## src/rtl/alu_sched_pkg.sv

```systemverilog
// Shared types for the round-robin ALU scheduler: ALU opcodes and scheduler FSM states.
package alu_sched_pkg;

  typedef enum logic [2:0] {
    OpAdd = 3'b000,
    OpSub = 3'b001,
    OpAnd = 3'b010,
    OpOr  = 3'b011,
    OpXor = 3'b100,
    OpNot = 3'b101,
    OpSll = 3'b110,
    OpSrl = 3'b111
  } alu_op_e;

  typedef enum logic [1:0] {
    StIdle = 2'b00,
    StExec = 2'b01,
    StResp = 2'b10
  } sched_state_e;

endpackage

```

## src/rtl/alu.sv

```systemverilog
// Combinational 8-bit ALU. SUB reports borrow on carry; shifts move by one bit, SLL carries out a[7].
module alu
  import alu_sched_pkg::*;
(
  input  logic [7:0] i_a,
  input  logic [7:0] i_b,
  input  alu_op_e    i_op,
  output logic [7:0] o_result,
  output logic       o_zero,
  output logic       o_carry
);

  always_comb begin
    o_result = 8'h00;
    o_carry  = 1'b0;
    unique case (i_op)
      OpAdd: {o_carry, o_result} = {1'b0, i_a} + {1'b0, i_b};
      OpSub: {o_carry, o_result} = {1'b0, i_a} - {1'b0, i_b};
      OpAnd: o_result = i_a & i_b;
      OpOr:  o_result = i_a | i_b;
      OpXor: o_result = i_a ^ i_b;
      OpNot: o_result = ~i_a;
      OpSll: {o_carry, o_result} = {i_a, 1'b0};
      OpSrl: o_result = {1'b0, i_a[7:1]};
      default: begin
        o_result = 8'h00;
        o_carry  = 1'b0;
      end
    endcase
  end

  assign o_zero = (o_result == 8'h00);

endmodule

```

## src/rtl/rr_arbiter.sv

```systemverilog
// Combinational round-robin arbiter: first eligible bit searching upward from i_ptr+1 with wrap.
module rr_arbiter #(
  parameter int unsigned N  = 4,
  parameter int unsigned IW = (N > 1) ? $clog2(N) : 1
) (
  input  logic [N-1:0]  i_eligible,
  input  logic [IW-1:0] i_ptr,
  output logic [N-1:0]  o_grant,
  output logic [IW-1:0] o_idx,
  output logic          o_any
);

  logic [IW-1:0] w_cand;

  always_comb begin
    o_grant = '0;
    o_idx   = '0;
    o_any   = 1'b0;
    w_cand  = '0;
    // k = N wraps back to the previous winner, so it has lowest priority.
    for (int k = 1; k <= int'(N); k++) begin
      w_cand = IW'((int'(i_ptr) + k) % int'(N));
      if (!o_any && i_eligible[w_cand]) begin
        o_any           = 1'b1;
        o_grant[w_cand] = 1'b1;
        o_idx           = w_cand;
      end
    end
  end

endmodule

```

## src/rtl/alu_rr_scheduler.sv

```systemverilog
// Shares one combinational ALU between NUM_REQ requesters: round-robin grant, registered
// operands and results, single tagged valid/ready response channel and a completion counter.
module alu_rr_scheduler
  import alu_sched_pkg::*;
#(
  parameter int unsigned NUM_REQ = 4,
  parameter int unsigned ID_W    = $clog2(NUM_REQ),
  parameter int unsigned CNT_W   = 16
) (
  input  logic                 clk,
  input  logic                 rst,
  input  logic [NUM_REQ-1:0]   req_valid,
  output logic [NUM_REQ-1:0]   req_ready,
  input  logic [NUM_REQ*8-1:0] req_a,
  input  logic [NUM_REQ*8-1:0] req_b,
  input  logic [NUM_REQ*3-1:0] req_op,
  input  logic [NUM_REQ-1:0]   req_en_mask,
  output logic                 rsp_valid,
  input  logic                 rsp_ready,
  output logic [ID_W-1:0]      rsp_id,
  output logic [7:0]           rsp_result,
  output logic                 rsp_zero,
  output logic                 rsp_carry,
  output logic                 busy,
  output logic [CNT_W-1:0]     done_count
);

  sched_state_e r_state, w_state_next;

  logic [ID_W-1:0]    r_ptr;
  logic [7:0]         r_a, r_b;
  alu_op_e            r_op;
  logic [ID_W-1:0]    r_id;
  logic               r_rsp_valid;
  logic [ID_W-1:0]    r_rsp_id;
  logic [7:0]         r_rsp_result;
  logic               r_rsp_zero;
  logic               r_rsp_carry;
  logic [CNT_W-1:0]   r_done_count;

  logic [NUM_REQ-1:0] w_eligible, w_grant;
  logic [ID_W-1:0]    w_idx;
  logic               w_any;
  logic               w_accept, w_complete;
  logic [7:0]         w_alu_result;
  logic               w_alu_zero, w_alu_carry;

  assign w_eligible = req_valid & req_en_mask;

  rr_arbiter #(
    .N  (NUM_REQ),
    .IW (ID_W)
  ) u_arb (
    .i_eligible (w_eligible),
    .i_ptr      (r_ptr),
    .o_grant    (w_grant),
    .o_idx      (w_idx),
    .o_any      (w_any)
  );

  alu u_alu (
    .i_a      (r_a),
    .i_b      (r_b),
    .i_op     (r_op),
    .o_result (w_alu_result),
    .o_zero   (w_alu_zero),
    .o_carry  (w_alu_carry)
  );

  always_ff @(posedge clk) begin
    if (rst) begin
      r_state <= StIdle;
    end else begin
      r_state <= w_state_next;
    end
  end

  always_comb begin
    w_state_next = r_state;
    req_ready    = '0;
    w_accept     = 1'b0;
    w_complete   = 1'b0;
    unique case (r_state)
      StIdle: begin
        // Grant only when not in reset so no handshake is signalled that would be dropped.
        if (w_any && !rst) begin
          req_ready    = w_grant;
          w_accept     = 1'b1;
          w_state_next = StExec;
        end
      end
      StExec: w_state_next = StResp;
      StResp: begin
        if (rsp_ready) begin
          w_complete   = 1'b1;
          w_state_next = StIdle;
        end
      end
      default: w_state_next = StIdle;
    endcase
  end

  always_ff @(posedge clk) begin
    if (rst) begin
      r_ptr        <= ID_W'(NUM_REQ - 1);
      r_a          <= '0;
      r_b          <= '0;
      r_op         <= OpAdd;
      r_id         <= '0;
      r_rsp_valid  <= 1'b0;
      r_rsp_id     <= '0;
      r_rsp_result <= '0;
      r_rsp_zero   <= 1'b0;
      r_rsp_carry  <= 1'b0;
      r_done_count <= '0;
    end else begin
      if (w_accept) begin
        r_a   <= req_a[{w_idx, 3'b000} +: 8];
        r_b   <= req_b[{w_idx, 3'b000} +: 8];
        r_op  <= alu_op_e'(req_op[3 * w_idx +: 3]);
        r_id  <= w_idx;
        r_ptr <= w_idx;
      end
      if (r_state == StExec) begin
        r_rsp_valid  <= 1'b1;
        r_rsp_id     <= r_id;
        r_rsp_result <= w_alu_result;
        r_rsp_zero   <= w_alu_zero;
        r_rsp_carry  <= w_alu_carry;
      end
      if (w_complete) begin
        r_rsp_valid  <= 1'b0;
        r_done_count <= r_done_count + CNT_W'(1);
      end
    end
  end

  assign rsp_valid  = r_rsp_valid;
  assign rsp_id     = r_rsp_id;
  assign rsp_result = r_rsp_result;
  assign rsp_zero   = r_rsp_zero;
  assign rsp_carry  = r_rsp_carry;
  assign busy       = (r_state != StIdle);
  assign done_count = r_done_count;

endmodule

```

## config.mk

```make
export PLATFORM = sky130hd
export DESIGN_NAME = alu_rr_scheduler
export DESIGN_NICKNAME = d
export VERILOG_FILES = /design/src/rtl/alu_sched_pkg.sv /design/src/rtl/alu.sv /design/src/rtl/rr_arbiter.sv /design/src/rtl/alu_rr_scheduler.sv
export SDC_FILE = /design/constraint.sdc
export NUM_CORES = 1
export LEC_CHECK = 0
export CORE_MARGIN = 8
export CORE_UTILIZATION = 54
export CTS_BUF_LIST = sky130_fd_sc_hd__clkbuf_4 sky130_fd_sc_hd__clkbuf_8 sky130_fd_sc_hd__clkbuf_16
export DETAILED_ROUTE_END_ITERATION = 16
export PLACE_DENSITY = 0.9
export SLEW_MARGIN = 20
export SYNTH_ARGS = -nofsm -noshare
export SYNTH_HDL_FRONTEND = slang
export SYNTH_SLANG_ARGS = --single-unit
```

## constraint.sdc

```tcl
create_clock -name clk -period 5.9 [get_ports clk]
set_input_delay 1.475 -clock clk [delete_from_list [all_inputs] [get_ports clk]]
set_output_delay 1.475 -clock clk [all_outputs]
set_load 0.01 [all_outputs]
```

Yosys cells after proc, flatten, opt, wreduce, memory -nomap -nowiden

Cells that the tools add are included.

Add/sub/neg operators: 7
$mul: 1
Order comparisons: 8
Eq/ne operators: 11
Shift operators: 3
Mux-type cells: 39
Bitwise operators: 8
Reduce and logical (&&, ||, !) cells: 18

Operator list:

| cell                                                              | number |
|---|---|
| case mux 8 bit (8 select lines)                                   | 1 |
| indexed part select 32 x 6 -> 8 bit                               | 2 |
| 2-to-1 mux 4 bit                                                  | 6 |
| adder 16 x 1 -> 16 bit, second input constant                     | 1 |
| 2-to-1 mux 1 bit                                                  | 16 |
| equality test 3 bit, second input constant                        | 4 |
| < comparator 2 x 3 -> 1 bit, second input constant                | 4 |
| 2-to-1 mux 2 bit                                                  | 6 |
| bitwise OR 4 bit                                                  | 3 |
| indexed part select 12 x 5 -> 3 bit                               | 1 |
| adder 8 x 8 -> 9 bit                                              | 1 |
| subtractor 8 x 8 -> 9 bit                                         | 1 |
| bitwise AND 8 bit                                                 | 1 |
| binary-select mux 1 bit (select 2 bit)                            | 4 |
| demux 1 bit (select 2 bit)                                        | 4 |
| greater-or-equal comparator 2 x 1 -> 1 bit, second input constant | 4 |
| logical AND 1 bit                                                 | 8 |
| logical NOT 8 bit                                                 | 1 |
| NOT 8 bit                                                         | 1 |
| bitwise OR 8 bit                                                  | 1 |
| XOR 8 bit                                                         | 1 |
| equality test 3 x 2 -> 1 bit, second input constant               | 2 |
| case mux 2 bit (3 select lines)                                   | 1 |
| adder 2 x 1 -> 2 bit, second input constant                       | 2 |
| 14 further kinds                                                  | 19 |

Flip-flop bits (word level): 54
Input bits: 87
Output and inout bits: 34
Word-level logic and storage cells: 107

Longest topological paths before layout

Gate-level depths: netlist (run 1).

Depth in word-level cells: 16
Gate-level depth with buffers: 12
Gate-level depth less buffers: 11

Hierarchy

Synthesis (run 1) repeated with hierarchy kept, for this count alone.

Cells, all modules: 509
Area, all modules: 4359.2 µm²

By module, submodules not included:

| module           | times used | cells an instance | area an instance (µm²) |
|---|---|---|---|
| alu_rr_scheduler | 1          | 236               | 2469.9 |
| alu              | 1          | 205               | 1363.8 |
| rr_arbiter       | 1          | 68                | 525.5 |

Least setup slack after synthesis (run 1)

OpenSTA, ideal clock, no wires.

Path kind: input to output
Start: input port req_valid[2]
End: output port req_ready[0]
Arrival time: 2.806 ns
Required time: 4.425 ns
Slack: 1.619 ns
Stages: 7
Path buffers: 0
Path through: and2_1 -> mux4_2 -> nor2_8 -> a22oi_1 -> nor2_1 -> a221oi_1 -> nor2_1

Word-level cells in the longest chain between the ends: 16
Elaborated cells between the ends (all ways): 29
Classes of those cells: mux (18); bitwise (4); reduce/logical (7)

Ends and longest elaborated chain:

| what                                   | RTL line               | source |
|---|---|---|
| start: declaration                     | alu_rr_scheduler.sv:12 | `input logic [NUM_REQ-1:0] req_valid,` |
| bitwise AND 4 bit *                    | alu_rr_scheduler.sv:48 | `assign w_eligible = req_valid & req_en_mask;` |
| binary-select mux 1 bit (select 2 bit) | rr_arbiter.sv:23       | `if (!o_any && i_eligible[w_cand]) begin` |
| 2-to-1 mux 1 bit (implied by the code) | rr_arbiter.sv:23       |  |
| 2-to-1 mux 1 bit                       | rr_arbiter.sv:23       |  |
| logical NOT 1 bit                      | rr_arbiter.sv:23       |  |
| logical AND 1 bit                      | rr_arbiter.sv:23       |  |
| 2-to-1 mux 1 bit                       | rr_arbiter.sv:23       |  |
| logical NOT 1 bit                      | rr_arbiter.sv:23       |  |
| logical AND 1 bit                      | rr_arbiter.sv:23       |  |
| 2-to-1 mux 1 bit                       | rr_arbiter.sv:23       |  |
| logical NOT 1 bit                      | rr_arbiter.sv:23       |  |
| logical AND 1 bit                      | rr_arbiter.sv:23       |  |
| 2-to-1 mux 1 bit                       | rr_arbiter.sv:23       |  |
| logical AND 1 bit                      | alu_rr_scheduler.sv:86 | `if (w_any && !rst) begin` |
| 2-to-1 mux 4 bit *                     | alu_rr_scheduler.sv:86 |  |
| 2-to-1 mux 4 bit *                     | alu_rr_scheduler.sv:83 | `unique case (r_state)` |
| end: declaration                       | alu_rr_scheduler.sv:13 | `output logic [NUM_REQ-1:0] req_ready,` |

Every way passes the cells marked *; elsewhere a longest branch is shown, timed or not. The select of a mux whose other input is x is not followed.

Final worst setup path (run 1)

Start: input port req_valid[3]
End: output port req_ready[3]

The elaborated chain is that of the path after synthesis.

==> flow_metrics.env, run 1 <==
export IMPL_drive_gt1_share_pct=11.2
export IMPL_viasPerCell=6.14
export IMPL_placementRows=34
export IMPL_final_nets=793
export IMPL_tightest_slew_ns=1.02
export IMPL_dp_hpwl_um=10800
export IMPL_power_frac_seq_pct=30.3
export IMPL_clk_pin_slew_worst_paths_ns=0.10
export IMPL_finalHoldViolations=0
export IMPL_hold_buffers=0
export IMPL_yosysWarnings=0
export IMPL_ys_ff_latch=54
export IMPL_postSynthAreaPerCell_um2=8.35
export IMPL_yosysTopAreaCell="dfxtp_1"
export IMPL_cts_sinks=54
export IMPL_synthCells=573
export IMPL_crit_required_ns=4.43
export IMPL_vias=4789
export IMPL_htreeDepth=2
export IMPL_min_period_over_period_pct=93.0
export IMPL_post_cts_resize_count=0
export IMPL_irDropWorstVdd_mv=0.144
export IMPL_dr_first_iter_drc_count=276
export IMPL_antenna_found_initial=0
export IMPL_gp_congestion=0.932
export IMPL_critical_path_arrival_ns=4.01
export IMPL_fin_skew_ns=0.0149
export IMPL_cp_startpoint="req_valid[3]"
export IMPL_first_pass_iters=5
export IMPL_power_uw=1600
export IMPL_grt_ovfl_total=0
export IMPL_fp_coreArea_um2=8680
export IMPL_ff2ff_path_depth=9
export IMPL_p_sw_uw=705
export IMPL_cts_made_buffers=5
export IMPL_io_pins=121
export IMPL_p_int_uw=898
export IMPL_synthesis_nets=695
export IMPL_ys_async_sr_fraction_pct=0
export IMPL_rsz0062_at_grt="no"
export IMPL_setup_tns_ns=0
export IMPL_ys_types=68
export IMPL_route_detailed_drc=0
export IMPL_cts_buffer_depth=2
export IMPL_slew_headroom_pct=31.9
export IMPL_clk_latency_ns=0.32
export IMPL_crit_type="primary input to output pin"
export IMPL_grt_pass1_vias=4846
export IMPL_hold_path_class="register to register"
export IMPL_p_leak_uw=0.00222
export IMPL_cap_violations=0
export IMPL_reg2reg_from="r_ptr[0]"
export IMPL_drtAntennaViolNets=0
export IMPL_post_route_min_period_ns=5.49
export IMPL_cts_tree="built"
export IMPL_cts_setup_buffers=0
export IMPL_swShare_pct=44.0
export IMPL_n_antenna_cell=0
export IMPL_wl_per_cell_um=17.7
export IMPL_crit_path_end_kind="output pin"
export IMPL_startpoint_type="primary input"
export IMPL_drt_total_wl_um=13800
export IMPL_yosysSeqAreaShare_pct=22.6
export IMPL_port_buffer_count=120
export IMPL_critPathMaxFanout=4
export IMPL_synth_edff_count=0
export IMPL_p_clk_share_pct=14.3
export IMPL_fp_dieW_um=110
export IMPL_synthFlopType="dfxtp_1"
export IMPL_clock_root_buffer="clkbuf_8"
export IMPL_track_usage_pct=22.7
export IMPL_max_freq_mhz=182
export IMPL_synthesis_area_um2=4790
export IMPL_maxSlewViolCount=0
export IMPL_grt_max_degree=45
export IMPL_n_fill_cell=665
export IMPL_min_from="rsp_id[1]"
export IMPL_start_util_pct=55.2
export IMPL_p_per_area_nw_per_um2=263
export IMPL_status="finished, final reports clean"
export IMPL_synth_area_leaders="dfxtp_1 (23%), mux2_2 (9.2%), ha_1 (8.6%)"
export IMPL_yosys_area_top_type_share_pct=22.6
export IMPL_setup_viol=0
export IMPL_area_growth_pct=27.3
export IMPL_die_area_um2=12100
export IMPL_dieHeight_um=110
export IMPL_grt_pass1_wl_um=22700
export IMPL_worst_hold_path_num_cells=2
export IMPL_combPwrFrac_pct=55.3
[critical path, cell delays in order]
cell and delay, ns:
clkdlybuf4s50_1 0.42, and2_1 0.20, nor2_1 0.34, nand2_1 0.14
o32ai_1 0.54, a221oi_1 0.20, nor2_1 0.14, clkdlybuf4s50_1 0.55
[cells in the final DEF, fill, tap and decap left out, types with 4 or more instances in the layout]
cell type and count:
nor3_1 8, xor2_1 10, mux2_2 39, and3_1 5
ha_1 33, a21o_1 4, o21ai_1 21, and2_1 4
nand4_1 4, mux4_2 4, a221oi_1 7, inv_1 26
o21bai_1 5, nand2_1 60, mux2i_1 24, buf_4 4
o22ai_1 5, nand3_1 13, xnor2_1 8, nor2b_1 5
a211oi_1 4, nor2_1 52, clkbuf_8 5, a21oi_1 22
nand2b_1 10, o221ai_2 10, o21ai_0 19, a31oi_1 4
clkdlybuf4s50_1 120, dfxtp_1 54, o221ai_1 11, o2bb2ai_1 18
a22oi_1 7
[path summary, 6_finish.rpt]
kind,endpoint,slack (ns)
worst min register to register,rsp_id[1],0.46
worst min-delay path,rsp_id[1],0.46
worst max-delay path,req_ready[3],0.41
worst max register to register,r_b[2],2.41
[power by group through the flow]
stage               logic [uW]  registers (uW)  clock network (uW)
floorplan                  663             461                   0
global placement           841             488                   0
detailed placement         870             493                   0
CTS                        875             484                 231
global route               967             495                 247
finish                     887             486                 230
[through the flow]
stage	setup slack (ns)	cells	utilization, %	cell area [um^2]	hold slack [ns]
after global routing	0.163	780	70.2	6090	0.479
after CTS	0.430	780	70.2	6090	0.463
final	0.414	780	70.2	6090	0.459
after floorplan	1.62	573	-	4790	0.432
after global placement	0.665	772	69.1	5990	0.446
after detailed placement	0.435	772	69.1	6000	0.448
[flip-flops by register name, summed over array words and instances, names as in the netlist, 2 cells and up]
name and flops:
r_id 2, r_op 3, r_state 2, r_b 8
rsp_result 8, done_count 16, r_a 8, rsp_id 2
r_ptr 2
[routing by layer]
layer	part of all wire, %	vias up	track usage (%)
met5	0	-	0
met4	1.4	0	6.09
met3	6.2	16	3.02
met2	51	214	41.1
met1	41	2257	27.4
li1	-	2302	-
[synthesized netlist by cell type, drive strengths merged (2+ instances only)]
cell	number
a22oi	7
clkbuf	14
xor2	10
a221oi	7
dfxtp	54
buf	19
nor2b	5
nor2	55
and2	5
ha	33
or3	3
o22ai	5
a221o	3
nor3	9
o21bai	5
fa	2
a21o	4
nand3b	2
nand4	4
mux2	39
a31oi	4
o211ai	2
mux2i	24
inv	27
o221ai	21
nand3	13
o2bb2ai	19
mux4	4
nand2	60
xnor2	8
a21oi	22
o21a	3
nand2b	10
and3	5
a211oi	4
o32ai	2
o21ai	40
[cell families after synthesis]
kind of cell,share of synthesized area (%)
simple gates,17.7
compound gates,24.8
mux,16.1
flops,22.6
xor+xnor,3.29
fa+ha+maj,9.46
buf+inv,6.01
[layout make-up]
cell class	instances	area, um^2	area share, %
inverter	28	110	1.81
timing repair buffer	124	1230	20.2
multi-input combinational	458	3440	56.4
clock inverter	3	28.8	0.472
sequential	54	1080	17.7
clock buffer	5	68.8	1.13
tap	108	135	2.22
Note: power is estimated with default switching activity, not from simulation.
==> run 2, diff against run 1 <==
PLACE_DENSITY = 0.86   (was 0.9)
==> run 2 against run 1 <==
Global-route usage rose by 1.1 points. Register-to-register slack lost 0.04 ns. Die area is the same. Sequential cell count did not move. Design area about the same. Clock skew shrank 0.0026 ns. Power up 0.68%. Count of clock-buffer cells in the layout unchanged. Highest routed layer unchanged. Non-clock buffer count rose by 1.
==> flow_metrics.env, run 2 (synthesis results as in run 1) <==
export IMPL_antenna_found_initial=0
export IMPL_setup_viol=0
export IMPL_first_pass_iters=4
export IMPL_slew_headroom_pct=25.9
export IMPL_cts_made_buffers=5
export IMPL_gp_congestion=0.937
export IMPL_irDropWorstVdd_mv=0.160
export IMPL_slowest_stage="clkdlybuf4s50_1"
export IMPL_crit_path_end_kind="output pin"
export IMPL_clock_root_buffer="clkbuf_8"
export IMPL_final_common_cell="clkdlybuf4s50_1"
export IMPL_fp_coreArea_um2=8680
export IMPL_layout_common_cells="clkdlybuf4s50_1 (120), nand2_1 (60), dfxtp_1 (54), nor2_1 (53), mux2_2 (39)"
export IMPL_fin_skew_ns=0.0123
export IMPL_p_sw_uw=715
export IMPL_io_pins=121
export IMPL_p_leak_uw=0.00223
export IMPL_n_fill_cell=709
export IMPL_crit_type="primary input to output pin"
export IMPL_dr_first_iter_drc_count=296
export IMPL_viasPerCell=6.07
export IMPL_dp_hpwl_um=11100
export IMPL_setup_tns_ns=0
export IMPL_post_cts_resize_count=0
export IMPL_grt_ovfl_total=0
export IMPL_htreeDepth=2
export IMPL_drive_gt1_share_pct=11.1
export IMPL_max_freq_mhz=184
export IMPL_die_area_um2=12100
export IMPL_cts_tree="built"
export IMPL_whs_endpoint="rsp_id[1]"
export IMPL_cts_setup_buffers=0
export IMPL_final_nets=794
export IMPL_area_growth_pct=27.4
export IMPL_worst_hold_path_num_cells=2
export IMPL_grt_pass1_vias=4924
export IMPL_hold_path_class="register to register"
export IMPL_cap_violations=0
export IMPL_reg2reg_slack_ns=2.37
export IMPL_ff_latch_area_um2=1080
export IMPL_p_int_uw=898
export IMPL_post_route_min_period_ns=5.43
export IMPL_maxSlewViolCount=0
export IMPL_critical_path_arrival_ns=3.95
export IMPL_reg2reg_from="r_ptr[0]"
export IMPL_reg2reg_to="r_b[4]"
export IMPL_cpPeakStageDelay_ns=0.55
export IMPL_critPathMaxFanout=4
export IMPL_pre_cts_ws_ns=0.518
export IMPL_largest_register_ffs=16
export IMPL_min_period_over_period_pct=92.0
export IMPL_hold_slack_ns=0.466
export IMPL_tightest_slew_ns=1.11
export IMPL_finalHoldViolations=0
export IMPL_swShare_pct=44.3
export IMPL_cts_buffer_depth=2
export IMPL_power_frac_seq_pct=30.4
export IMPL_rsz0062_at_grt="no"
export IMPL_clk_latency_ns=0.32
export IMPL_n_antenna_cell=0
export IMPL_ff2ff_path_depth=7
export IMPL_route_detailed_drc=0
export IMPL_p_clk_share_pct=14.5
export IMPL_dieHeight_um=110
export IMPL_drtAntennaViolNets=0
export IMPL_hold_buffers=0
export IMPL_vias=4743
export IMPL_p_per_area_nw_per_um2=265
export IMPL_crit_required_ns=4.43
export IMPL_fin_ws_ns=0.472
export IMPL_crit_chain="clkdlybuf4s50_1, and2_1, nor2_1, nand2_1, o32ai_1, a221oi_1, nor2_1, clkdlybuf4s50_1"
export IMPL_status="finished, final reports clean"
export IMPL_grt_max_degree=52
export IMPL_placementRows=34
export IMPL_wl_per_cell_um=18.5
export IMPL_multi_input_area_um2=3440
export IMPL_start_util_pct=55.2
export IMPL_power_uw=1610
export IMPL_drt_total_wl_um=14500
export IMPL_startpoint_type="primary input"
export IMPL_cts_sinks=54
export IMPL_clk_pin_slew_worst_paths_ns=0.10
export IMPL_port_buffer_count=120
export IMPL_fp_dieW_um=110
export IMPL_combPwrFrac_pct=55.1
export IMPL_min_from="r_id[1]"
export IMPL_grt_pass1_wl_um=23500
export IMPL_track_usage_pct=23.8
## run 2: cell count changes in the layout (fill, tap and decap cells not counted), sizes merged
cell	change
buf	+1
## run 2: area by class of cell
type                       instances  area share [%]
multi-input combinational        458            56.3
clock inverter                     3           0.472
sequential                        54            17.7
timing repair buffer             125            20.3
inverter                          28            1.81
tap                              108            2.22
clock buffer                       5            1.13
## run 2: routing by layer
layer  up-vias  track usage [%]  routed length, um
li1       2304                -                  -
met1      2247             28.3               6140
met2       168             42.4               7150
met3        24             4.59                867
met4         0             6.95                287
met5         -                0                  0
## run 2: how the worst max path moves through the flow
stage,startpoint,to,cells past startpoint
2_1_floorplan,req_valid[2],req_ready[0],7
3_3_place_gp,req_valid[3],req_ready[0],8
3_5_place_dp,req_valid[1],req_ready[0],9
4_1_cts,req_valid[1],req_ready[0],9
5_1_grt,req_valid[3],req_ready[0],8
6_report,req_en_mask[3],req_ready[0],8
## run 2: through the flow
step,util [%],cell area [um^2],cells
final,70.3,6100,781
after global routing,70.3,6100,781
after CTS,70.3,6100,781
after detailed placement,69.2,6000,773
after global placement,69.2,6000,773
after floorplan,-,4790,573
## run 2: power by group through the flow
stage          combinational, uW  clock, uW  sequential, uW
5_1_grt                      971        251             500
3_3_place_gp                 851          0             493
2_1_floorplan                663          0             461
6_report                     889        233             491
3_5_place_dp                 873          0             497
4_1_cts                      880        234             489
## run 2: worst max-delay path, delay by kind of cell
kind	cells	cell delay, ns
AOI/OAI and AO/OA	2	0.73
buffers and inverters	2	0.98
and+or+nand+nor	4	0.76
==> run 3, diff against run 2 <==
CORE_UTILIZATION = 46   (was 54)
PLACE_DENSITY = 0.78   (was 0.86)
clock period = 4.6 ns   (was 5.9 ns; I/O delays follow)
==> run 3 against run 2 <==
Clock skew grew 0.00070 ns. Power grew 31%. Combinational power is 30% higher. Worst hold slack gained 0.0027 ns. Core utilization is 9.3 points lower. Routed wire length fell by 5.4%. Largest cell class unchanged. Worst setup slack worse by 0.27 ns. Critical path depth up 1. Global-route usage shrank 4.9 points. Count of clock-buffer cells in the layout unchanged. Design area grew 2.3%. Via count decreased by 1.7%. Critical path type unchanged.
==> flow_metrics.env, run 3 (synthesis results as in run 1) <==
export IMPL_clock_root_buffer="clkbuf_8"
export IMPL_die_area_um2=13900
export IMPL_first_pass_iters=5
export IMPL_antenna_found_initial=0
export IMPL_cts_buffer_depth=2
export IMPL_p_sw_uw=898
export IMPL_gp_congestion=0.882
export IMPL_power_frac_seq_pct=29.3
export IMPL_fin_skew_ns=0.0130
export IMPL_htreeDepth=2
export IMPL_grt_pass1_vias=4597
export IMPL_slew_headroom_pct=28.9
export IMPL_critPathMaxFanout=5
export IMPL_grt_ovfl_total=0
export IMPL_cap_violations=0
export IMPL_status="finished, final reports clean"
export IMPL_port_buffer_count=120
export IMPL_irDropWorstVdd_mv=0.167
export IMPL_crit_path_end_kind="output pin"
export IMPL_ff2ff_path_depth=7
export IMPL_critical_path_arrival_ns=3.24
export IMPL_largest_register_ffs=16
export IMPL_maxSlewViolCount=0
export IMPL_multi_input_area_um2=3460
export IMPL_p_leak_uw=0.00234
export IMPL_max_freq_mhz=228
export IMPL_clk_latency_ns=0.32
export IMPL_n_fill_cell=916
export IMPL_combPwrFrac_pct=54.5
export IMPL_hold_path_class="register to register"
export IMPL_dpl_cell_area_um2=6080
export IMPL_setup_tns_ns=0
export IMPL_placedCellCount=805
export IMPL_endpoint="req_ready[2]"
export IMPL_reg2reg_from="r_ptr[0]"
export IMPL_drtAntennaViolNets=0
export IMPL_cp_startpoint="req_valid[2]"
export IMPL_track_usage_pct=18.9
export IMPL_clk_pin_slew_worst_paths_ns=0.10
export IMPL_n_antenna_cell=0
export IMPL_stdcell_area_um2=6240
export IMPL_placementRows=37
export IMPL_area_growth_pct=30.4
export IMPL_drive_gt1_share_pct=12.5
export IMPL_vias=4664
export IMPL_dr_first_iter_drc_count=275
export IMPL_cpPeakStageDelay_ns=0.58
export IMPL_slowest_stage="mux4_2"
export IMPL_io_pins=121
export IMPL_drt_total_wl_um=13700
export IMPL_post_route_min_period_ns=4.39
export IMPL_p_per_area_nw_per_um2=339
export IMPL_hold_buffers=0
export IMPL_swShare_pct=42.4
export IMPL_cts_made_buffers=5
export IMPL_cpMostUsedCell="nor2_1"
export IMPL_final_nets=799
export IMPL_dieHeight_um=118
export IMPL_grt_max_degree=55
export IMPL_finalNonFillerCells=814
export IMPL_p_int_uw=1220
export IMPL_finalHoldViolations=0
export IMPL_setup_viol=0
export IMPL_cts_sinks=54
export IMPL_grt_pass1_wl_um=22500
export IMPL_crit_type="primary input to output pin"
export IMPL_wl_per_cell_um=16.8
export IMPL_start_util_pct=46.8
export IMPL_viasPerCell=5.73
export IMPL_ff_latch_area_um2=1080
export IMPL_layout_common_cells="clkdlybuf4s50_1 (116), nand2_1 (60), dfxtp_1 (54), nor2_1 (52), mux2_2 (39)"
export IMPL_fp_coreArea_um2=10200
export IMPL_startpoint_type="primary input"
export IMPL_crit_chain="clkdlybuf4s50_1, and2_1, mux4_2, buf_4, a22oi_1, nor2_1, a221oi_1, nor2_1, dlymetal6s2s_1"
export IMPL_fp_dieW_um=118
export IMPL_crit_required_ns=3.45
export IMPL_cts_tree="built"
export IMPL_tightest_slew_ns=1.06
export IMPL_route_detailed_drc=0
export IMPL_final_common_cell="clkdlybuf4s50_1"
export IMPL_dp_hpwl_um=10700
export IMPL_rsz0062_at_grt="no"
export IMPL_min_period_over_period_pct=95.5
export IMPL_p_clk_share_pct=16.2
export IMPL_reg2reg_to="r_b[6]"
export IMPL_min_from="r_id[1]"
export IMPL_reg2reg_slack_ns=1.35
==> run 3: worst min-delay path by stage <==
| stage | to | slack (ns) | cells after the start |
|---|---|---|---|
| 4_1_cts | rsp_id[0] | 0.47 | 2 |
| 6_report | rsp_id[1] | 0.47 | 2 |
| 3_5_place_dp | rsp_id[0] | 0.45 | 2 |
| 3_3_place_gp | rsp_id[0] | 0.44 | 2 |
| 5_1_grt | rsp_id[1] | 0.50 | 2 |
| 2_1_floorplan | rsp_id[0] | 0.43 | 2 |
==> run 3: layer usage <==
layer	share of wire [%]	GRT usage, %	wire, um
met1	46	24.2	6230
met2	49	33.0	6660
met3	5.2	2.78	708
met4	0.47	3.20	64
met5	0	0	0
==> run 3: cell type report <==
cell class              count  share of cell area (%)
clock buffers               5                    1.10
clock inverters             3                   0.782
inverters                  28                    1.76
multi-input cells         458                    55.5
flip-flops and latches     54                    17.3
well taps                 136                    2.73
repair buffers            130                    20.8
==> run 3: worst max-delay path, delay by kind of cell <==
kind,cells,cell delay [ns]
buffers and inverters,3,0.77
muxes,1,0.58
AOI/OAI and AO/OA,2,0.42
and+or+nand+nor,3,0.33
==> run 3: what timing repair did <==
item / 4_1_cts / 5_1_grt
endpoints found under the setup margin: 0 / 4
resized for setup: 0 / 8
buffers inserted: 0 / 1
==> run 3: power by group through the flow <==
stage	logic [uW]	clock network (uW)	registers (uW)
CTS	1140	350	620
finish	1160	342	621
detailed placement	1130	0	631
global placement	1110	0	626
floorplan	850	0	591
global route	1270	366	634
==> run 3: per-stage QoR <==
step | setup slack (ns) | hold slack, ns | util [%] | total power (uW)
5_1_grt | 0.0684 | 0.503 | 61.0 | 2270
3_3_place_gp | 0.0742 | 0.438 | 59.4 | 1730
2_1_floorplan | 0.969 | 0.432 | - | 1440
4_1_cts | 0.00307 | 0.470 | 60.6 | 2110
6_report | 0.207 | 0.469 | 61.0 | 2120
3_5_place_dp | 0.00279 | 0.453 | 59.4 | 1770
